--- config.mk ---
export PLATFORM = sky130hd
export DESIGN_NAME = uart_prog_loader
export DESIGN_NICKNAME = d
export VERILOG_FILES = /design/src/rtl/uart_prog_loader.sv
export SDC_FILE = /design/constraint.sdc
export NUM_CORES = 1
export LEC_CHECK = 0
export ABC_AREA = 0
export BUFFER_PORTS_ARGS = -buffer_cell sky130_fd_sc_hd__buf_2
export CORE_MARGIN = 10
export CORE_UTILIZATION = 45
export CTS_CLUSTER_SIZE = 30
export DETAILED_ROUTE_END_ITERATION = 8
export PLACE_DENSITY = 0.76
export SYNTH_ARGS = -nofsm -noshare
export SYNTH_HDL_FRONTEND = slang
export SYNTH_SLANG_ARGS = --single-unit
--- constraint.sdc ---
create_clock -name CLK -period 2.3 [get_ports CLK]
set_input_delay 0.46 -clock CLK [delete_from_list [all_inputs] [get_ports CLK]]
set_output_delay 0.46 -clock CLK [all_outputs]
set_load 0.005 [all_outputs]
--- src/rtl/uart_prog_loader.sv ---
// uart_prog_loader: receives 8N1 UART bytes on RXD, packs every four accepted
// bytes little-endian into a 32-bit word and writes it to consecutive
// instruction-memory addresses with a one-cycle mem_we strobe.
// Optional feature macro: LOADER_CHECKSUM_EN adds a running XOR checksum
// output of every word written.
module uart_prog_loader #(
  parameter int CLKS_PER_BIT = 104,
  parameter int ADDR_W       = 8
) (
  input  logic              CLK,
  input  logic              RESET,
  input  logic              RXD,
  output logic              mem_we,
  output logic [ADDR_W-1:0] mem_addr,
  output logic [31:0]       mem_wdata,
  output logic              busy,
  output logic              frame_err,
`ifdef LOADER_CHECKSUM_EN
  output logic [ADDR_W:0]   words_loaded,
  output logic [31:0]       checksum
`else
  output logic [ADDR_W:0]   words_loaded
`endif
);

  localparam int TMR_W = $clog2(CLKS_PER_BIT);

  localparam logic [TMR_W-1:0] BIT_LAST  = TMR_W'(CLKS_PER_BIT - 1);
  localparam logic [TMR_W-1:0] HALF_LAST = TMR_W'(CLKS_PER_BIT / 2 - 1);
  localparam logic [ADDR_W:0]  WORDS_MAX = (ADDR_W + 1)'(2 ** ADDR_W);

  localparam logic [1:0] ST_IDLE  = 2'd0;
  localparam logic [1:0] ST_START = 2'd1;
  localparam logic [1:0] ST_DATA  = 2'd2;
  localparam logic [1:0] ST_STOP  = 2'd3;

  // Synchronizer
  logic rx_meta_q;
  logic rxs_q;

  // Receive control
  logic [1:0]       state_q,    state_d;
  logic [TMR_W-1:0] timer_q,    timer_d;
  logic [2:0]       bit_cnt_q,  bit_cnt_d;
  logic [1:0]       byte_idx_q, byte_idx_d;
  logic             frame_err_q, frame_err_d;

  // Receive data (no reset needed: only consumed after being written)
  logic [7:0]       shift_q, shift_d;
  logic [23:0]      word_q,  word_d;
  logic [31:0]      wdata_q, wdata_d;

  // Write side
  logic              we_q,    we_d;
  logic [ADDR_W-1:0] addr_q,  addr_d;
  logic [ADDR_W:0]   words_q, words_d;

  // Two-flop synchronizer for the asynchronous line; idles high out of reset
  always_ff @(posedge CLK) begin
    if (RESET) begin
      rx_meta_q <= 1'b1;
      rxs_q     <= 1'b1;
    end else begin
      rx_meta_q <= RXD;
      rxs_q     <= rx_meta_q;
    end
  end

  // Receive FSM, byte assembly and write-address bookkeeping
  always_comb begin
    state_d     = state_q;
    timer_d     = timer_q;
    bit_cnt_d   = bit_cnt_q;
    byte_idx_d  = byte_idx_q;
    frame_err_d = frame_err_q;
    shift_d     = shift_q;
    word_d      = word_q;
    wdata_d     = wdata_q;
    we_d        = 1'b0;
    addr_d      = addr_q;
    words_d     = words_q;

    // The address and count advance the cycle after the strobe, so mem_addr
    // stays valid for the whole strobe cycle. This runs independently of the
    // FSM, so a start bit in the strobe cycle is still received.
    if (we_q) begin
      addr_d = addr_q + ADDR_W'(1);
      if (words_q != WORDS_MAX) begin
        words_d = words_q + (ADDR_W + 1)'(1);
      end
    end

    case (state_q)
      ST_IDLE: begin
        if (!rxs_q) begin
          timer_d = '0;
          state_d = ST_START;
        end
      end

      ST_START: begin
        // Re-check the line mid start bit; a high level here was a glitch
        if (timer_q == HALF_LAST) begin
          timer_d   = '0;
          bit_cnt_d = '0;
          state_d   = rxs_q ? ST_IDLE : ST_DATA;
        end else begin
          timer_d = timer_q + TMR_W'(1);
        end
      end

      ST_DATA: begin
        if (timer_q == BIT_LAST) begin
          timer_d   = '0;
          shift_d   = {rxs_q, shift_q[7:1]};
          bit_cnt_d = bit_cnt_q + 3'd1;
          if (bit_cnt_q == 3'd7) begin
            state_d = ST_STOP;
          end
        end else begin
          timer_d = timer_q + TMR_W'(1);
        end
      end

      ST_STOP: begin
        if (timer_q == BIT_LAST) begin
          timer_d = '0;
          state_d = ST_IDLE;
          if (rxs_q) begin
            // The fourth byte goes straight into the write register
            case (byte_idx_q)
              2'd0:    word_d[7:0]   = shift_q;
              2'd1:    word_d[15:8]  = shift_q;
              2'd2:    word_d[23:16] = shift_q;
              default: begin
                wdata_d = {shift_q, word_q};
                we_d    = 1'b1;
              end
            endcase
            byte_idx_d = byte_idx_q + 2'd1;
          end else begin
            // Bad stop bit: drop this byte and any partly built word
            frame_err_d = 1'b1;
            byte_idx_d  = '0;
          end
        end else begin
          timer_d = timer_q + TMR_W'(1);
        end
      end

      default: state_d = ST_IDLE;
    endcase
  end

  // Control state with synchronous reset
  always_ff @(posedge CLK) begin
    if (RESET) begin
      state_q     <= ST_IDLE;
      timer_q     <= '0;
      bit_cnt_q   <= '0;
      byte_idx_q  <= '0;
      frame_err_q <= 1'b0;
      we_q        <= 1'b0;
      addr_q      <= '0;
      words_q     <= '0;
    end else begin
      state_q     <= state_d;
      timer_q     <= timer_d;
      bit_cnt_q   <= bit_cnt_d;
      byte_idx_q  <= byte_idx_d;
      frame_err_q <= frame_err_d;
      we_q        <= we_d;
      addr_q      <= addr_d;
      words_q     <= words_d;
    end
  end

  // Datapath registers, no reset
  always_ff @(posedge CLK) begin
    shift_q <= shift_d;
    word_q  <= word_d;
    wdata_q <= wdata_d;
  end

`ifdef LOADER_CHECKSUM_EN
  logic [31:0] checksum_q, checksum_d;

  // Fold each written word into the running checksum after its strobe
  always_comb begin
    checksum_d = checksum_q;
    if (we_q) begin
      checksum_d = checksum_q ^ wdata_q;
    end
  end

  // Checksum register
  always_ff @(posedge CLK) begin
    if (RESET) begin
      checksum_q <= '0;
    end else begin
      checksum_q <= checksum_d;
    end
  end

  assign checksum = checksum_q;
`endif

  assign mem_we       = we_q;
  assign mem_addr     = addr_q;
  assign mem_wdata    = wdata_q;
  assign busy         = (state_q != ST_IDLE);
  assign frame_err    = frame_err_q;
  assign words_loaded = words_q;

endmodule
# [After elaboration in Yosys (flattened, before gate mapping)]
# Index checks and enable logic that the tools add are counted.
[word_totals] in_bits=3 register_bits=99
[classes] n_mux=16 reduce_logical=17 addsub=5 bitwise_logic=4 eq_ne=14
[ops] operator="$mux W7" count=3
[ops] operator="$pmux W7 S3" count=1
[ops] operator="$reduce_and A4 Y1" count=4
[ops] operator="$mux W2" count=7
[ops] operator="$ne A2 B2 Y1 const B" count=5
[ops] operator="$add A9 B1 Y9 const B" count=1
[ops] operator="$ne A9 B9 Y1 const B" count=1
[ops] operator="$add A8 B1 Y8 const B" count=1
[ops] operator="$pmux W2 S4" count=1
[ops] operator="$add A7 B1 Y7 const B" count=1
[ops] operator="$eq A7 B6 Y1 const B" count=1
[ops] operator="$eq A7 B7 Y1 const B" count=1
[ops] operator="$eq A2 B2 Y1 const B" count=3
[ops] operator="$mux W3" count=2
[ops] operator="$pmux W3 S2" count=1
[ops] operator="$reduce_and A2 Y1" count=3
[ops] operator="$reduce_and A3 Y1" count=2
[ops] operator="$reduce_and A5 Y1" count=1
[ops] operator="$eq A2 B1 Y1 const B" count=2
[ops] operator="$logic_not A2 Y1" count=2
[ops] operator="$not A1 Y1" count=4
[ops] operator="$reduce_bool A2 Y1" count=2
[ops] operator="$reduce_or A4 Y1" count=1
[ops] operator="$add A3 B1 Y3 const B" count=1
[ops] operator="5 further kinds" count=5

# [Longest topological paths before layout]
[logic_depth] word_depth=4 ltp_mapped=6 mapped_depth_nobuf=6

# [Least setup slack after synthesis]
# Ideal clock, no wire load.
[synth_path] path_type="reg2reg" startpoint="reg timer_q[0]" endpoint="reg wdata_q[0] (netlist: mem_wdata[0]) (enable)" arrival_ps=1469 setup_time_ps=342 path_stages_with_launch=6 t_required_ps=1958 n_path_buf=1 slack_ps=490 cell_sequence="dfxtp_1 > ha_1 > and2_1 > and4_1 > buf_4 > and3_4"
[synth_via] elab_chain_cells=2
[synth_rtl] item="start, declared" line="43" rtl="logic [TMR_W-1:0] timer_q, timer_d;"
[synth_rtl] item="start signal, assigned" line="168" rtl="timer_q <= timer_d;"
[synth_rtl] item="$eq A7 B7 Y1" line="126" rtl="if (timer_q == BIT_LAST) begin"
[synth_rtl] item="$reduce_and A4 Y1 (no source line)"
[synth_rtl] item="end signal, assigned" line="182" rtl="wdata_q <= wdata_d;"
[synth_rtl] item="end, declared" line="51" rtl="logic [31:0] wdata_q, wdata_d;"
# No other way between the ends.
# A chain may end at the register's enable or synchronous reset.

# [Worst setup path after layout]
[layout_path] startpoint="reg timer_q[0]" endpoint="reg wdata_q[14] (netlist: mem_wdata[14]) (enable)"
# The elaborated chain is that of the path after synthesis.

==> results.sh <==
export IMPL_grt_max_degree=34
export IMPL_grt_usage_pct=10.9
export IMPL_finalNonFillerCells=428
export IMPL_timing_setup_tns_ns=0
export IMPL_power_total_w=0.00291
export IMPL_dieHeight_um=110
export IMPL_cts_tree="yes"
export IMPL_final_common_cell="edfxtp_1"
export IMPL_p_int_w=0.00229
export IMPL_viasPerCell=4.97
export IMPL_path_clk_slew_ns=0.09
export IMPL_r2r_worst_path_cells=4
export IMPL_arrival_ns=2.08
export IMPL_area_delta_synth_final_pct=15.6
export IMPL_drc=0
export IMPL_ys_ff_latch=99
export IMPL_synthesis_area_um2=3630
export IMPL_tightestPinTransition_ns=0.613
export IMPL_gp_congestion=0.838
export IMPL_clockBufferDepth=2
export IMPL_start_util_pct=46.7
export IMPL_cts_inserted_buffers=9
export IMPL_synth_compound_area_share_pct=5.86
export IMPL_grt_pass1_wl_um=10500
export IMPL_syn_nets=273
export IMPL_power_switching_w=0.000622
export IMPL_netSwitchingFraction_pct=21.4
export IMPL_cts_sinks=99
export IMPL_post_cts_buffers=0
export IMPL_nets=334
export IMPL_drtIter0Drc=85
export IMPL_p_leak_nw=1.56
export IMPL_vias=2126
export IMPL_synth_cell_types=38
export IMPL_worstSetupStartpointType="flop"
export IMPL_hpwl_um=4440
export IMPL_p_comb_share_pct=0.8
export IMPL_wl_met3_um=561
export IMPL_synth_cells=260
export IMPL_mostFrequentLayoutCells="edfxtp_1 (64), buf_2 (54), dfxtp_1 (35)"
export IMPL_io_pins=55
export IMPL_num_antenna_cells=0
export IMPL_holdPathEnd="rx_meta_q"
export IMPL_synth_flop_cell="edfxtp_1"
export IMPL_synth_top_family_by_area="simple AND/OR/NAND/NOR gates"
export IMPL_wl_met1_um=2770
export IMPL_dp_cells=412
export IMPL_syn_avg_cell_area_um2=14.0
export IMPL_seq_power_share_pct=64.4
export IMPL_antenna_found_initial=0
export IMPL_critPathMaxFanout=33
export IMPL_whs_path_depth=2
export IMPL_synth_xor_area_share_pct=2.90
export IMPL_r2r_start="timer_q[0]"
export IMPL_finalCritPeriodShare_pct=89.9
export IMPL_cts_hold_buf=0
export IMPL_min_period_ns=2.07
export IMPL_die_area_um2=12100
export IMPL_peakVddDrop_uv=311
export IMPL_hold_viol=0
export IMPL_drv_cap=0
export IMPL_ctsResizeCount=0
export IMPL_rrSetupSlack_ns=0.23
export IMPL_coreArea_um2=7770
export IMPL_first_global_vias=2207
export IMPL_wl_um=6240
export IMPL_path_class="flop to flop"
export IMPL_topRoutingLayerUsed="met4"
export IMPL_r2r_end="mem_wdata[14]"
export IMPL_wl_met2_um=2870
export IMPL_fmax_ghz=0.483
export IMPL_endpoint_kind="flop"
export IMPL_drive_gt1_share_pct=24.5
export IMPL_dr_pass1_iters=4
export IMPL_async_flop_share_pct=0
export IMPL_synthAdderAreaFrac_pct=3.45
export IMPL_relSlewSlack_pct=59.1
export IMPL_pwr_share_clk_pct=34.8
export IMPL_hold_path_class="input pin to flop"
export IMPL_min_delay_start="RXD"
export IMPL_synth_warning_count=0
export IMPL_setup_violations=0
export IMPL_clock_latency_ns=0.35
export IMPL_port_buffers=54
export IMPL_synthSimpleGateAreaFrac_pct=12.4
export IMPL_required_ns=2.31
export IMPL_cts_root_buf="clkbuf_8"
export IMPL_die_w_um=110
export IMPL_rows=32
export IMPL_cts_max_level=3
export IMPL_muxShareOfSynthArea_pct=1.38
export IMPL_rsz0062_at_grt="no"
export IMPL_wl_per_cell_um=14.6
export IMPL_power_density_nw_per_um2=693
export IMPL_status="complete, no violations"
export IMPL_slew_violations=0
export IMPL_ant_nets=0
export IMPL_synth_edf_count=64
export IMPL_seq_area_frac_synth_pct=72.3
export IMPL_grt_overflow=0
export IMPL_fin_worst_skew_ns=0.00700
critical path, cell delays in order, from the launching register on:
cell	delay (ns)
dfxtp_1	0.38
ha_1	0.23
and2_1	0.23
and4_1	0.38
and3_4	0.51
kinds of logic (layout without fill, tap and decap cells):
logic type | after synthesis | in the layout
XOR/XNOR | 12 | 12
multiplexers | 5 | 5
AO/OA/AOI/OAI | 37 | 37
AND/OR/NAND/NOR | 82 | 82
buffers and inverters | 15 | 81
adder cells (fa/ha/maj) | 10 | 10
flip-flops | 99 | 99
per-stage QoR:
stage	hold WS (ns)	setup WS [ns]	util (%)	area (um2)
2_1_floorplan	0.389	0.490	-	3630
4_1_cts	0.268	0.222	54.0	4200
5_1_grt	0.281	0.0476	54.0	4200
3_3_place_gp	0.395	0.301	51.7	4010
6_report	0.288	0.232	54.0	4200
3_5_place_dp	0.405	0.235	51.7	4010
worst max-delay path by stage:
stage / cells after the start / end / startpoint / slack (ns)
CTS: 4 / mem_wdata[9] / timer_q[0] / 0.22
detailed placement: 4 / mem_wdata[20] / timer_q[0] / 0.23
global route: 4 / mem_wdata[18] / timer_q[0] / 0.05
global placement: 4 / mem_wdata[2] / timer_q[0] / 0.30
finish: 4 / mem_wdata[14] / timer_q[0] / 0.23
floorplan: 5 / mem_wdata[0] / timer_q[0] / 0.49
routing by layer:
metal / up-vias / GRT usage [%]
li1: 1074 / -
met1: 987 / 13.3
met2: 59 / 17.0
met3: 6 / 4.51
met4: 0 / 3.81
met5: - / 0
flip-flops by register name, summed over array words and instances (netlist names), named ones only:
register,flops
words_loaded,9
frame_err,1
byte_idx_q,2
state_q,1
mem_wdata,32
timer_q,7
word_q,24
shift_q,8
mem_we,1
rx_meta_q,1
rxs_q,1
mem_addr,8
bit_cnt_q,3
power by group through the flow:
stage / registers (W) / clock network (W) / logic [W]
after detailed placement: 0.00191 / 0 / 0.0000234
after CTS: 0.00187 / 0.00105 / 0.0000236
after floorplan: 0.00191 / 0 / 0.0000164
after global routing: 0.00187 / 0.00114 / 0.0000267
after global placement: 0.00191 / 0 / 0.0000231
final: 0.00187 / 0.00101 / 0.0000233
final cells by class:
cell class	instances	area [um2]
Fill cell	655	3570
Sequential cell	99	2620
Multi-Input combinational cell	146	945
Timing Repair Buffer	56	285
Tap cell	102	128
Clock buffer	9	124
Clock inverter	7	60.1
Inverter	9	33.8
Yosys cell counts, drive strengths merged, types with 5 or more instances:
cell | number | share of area, %
a21oi | 17 | 2.4
edfxtp | 64 | 53
mux2i | 5 | 1.4
and3 | 6 | 1.2
o21ai | 11 | 1.6
inv | 9 | 0.93
nor2 | 18 | 1.9
nand2 | 17 | 1.8
ha | 10 | 3.4
xor2 | 9 | 2.2
nand4 | 8 | 1.4
or3 | 5 | 0.86
dfxtp | 35 | 19
nand3 | 5 | 0.69
nor3 | 5 | 0.69
Note: power is estimated with default switching activity, not from simulation.
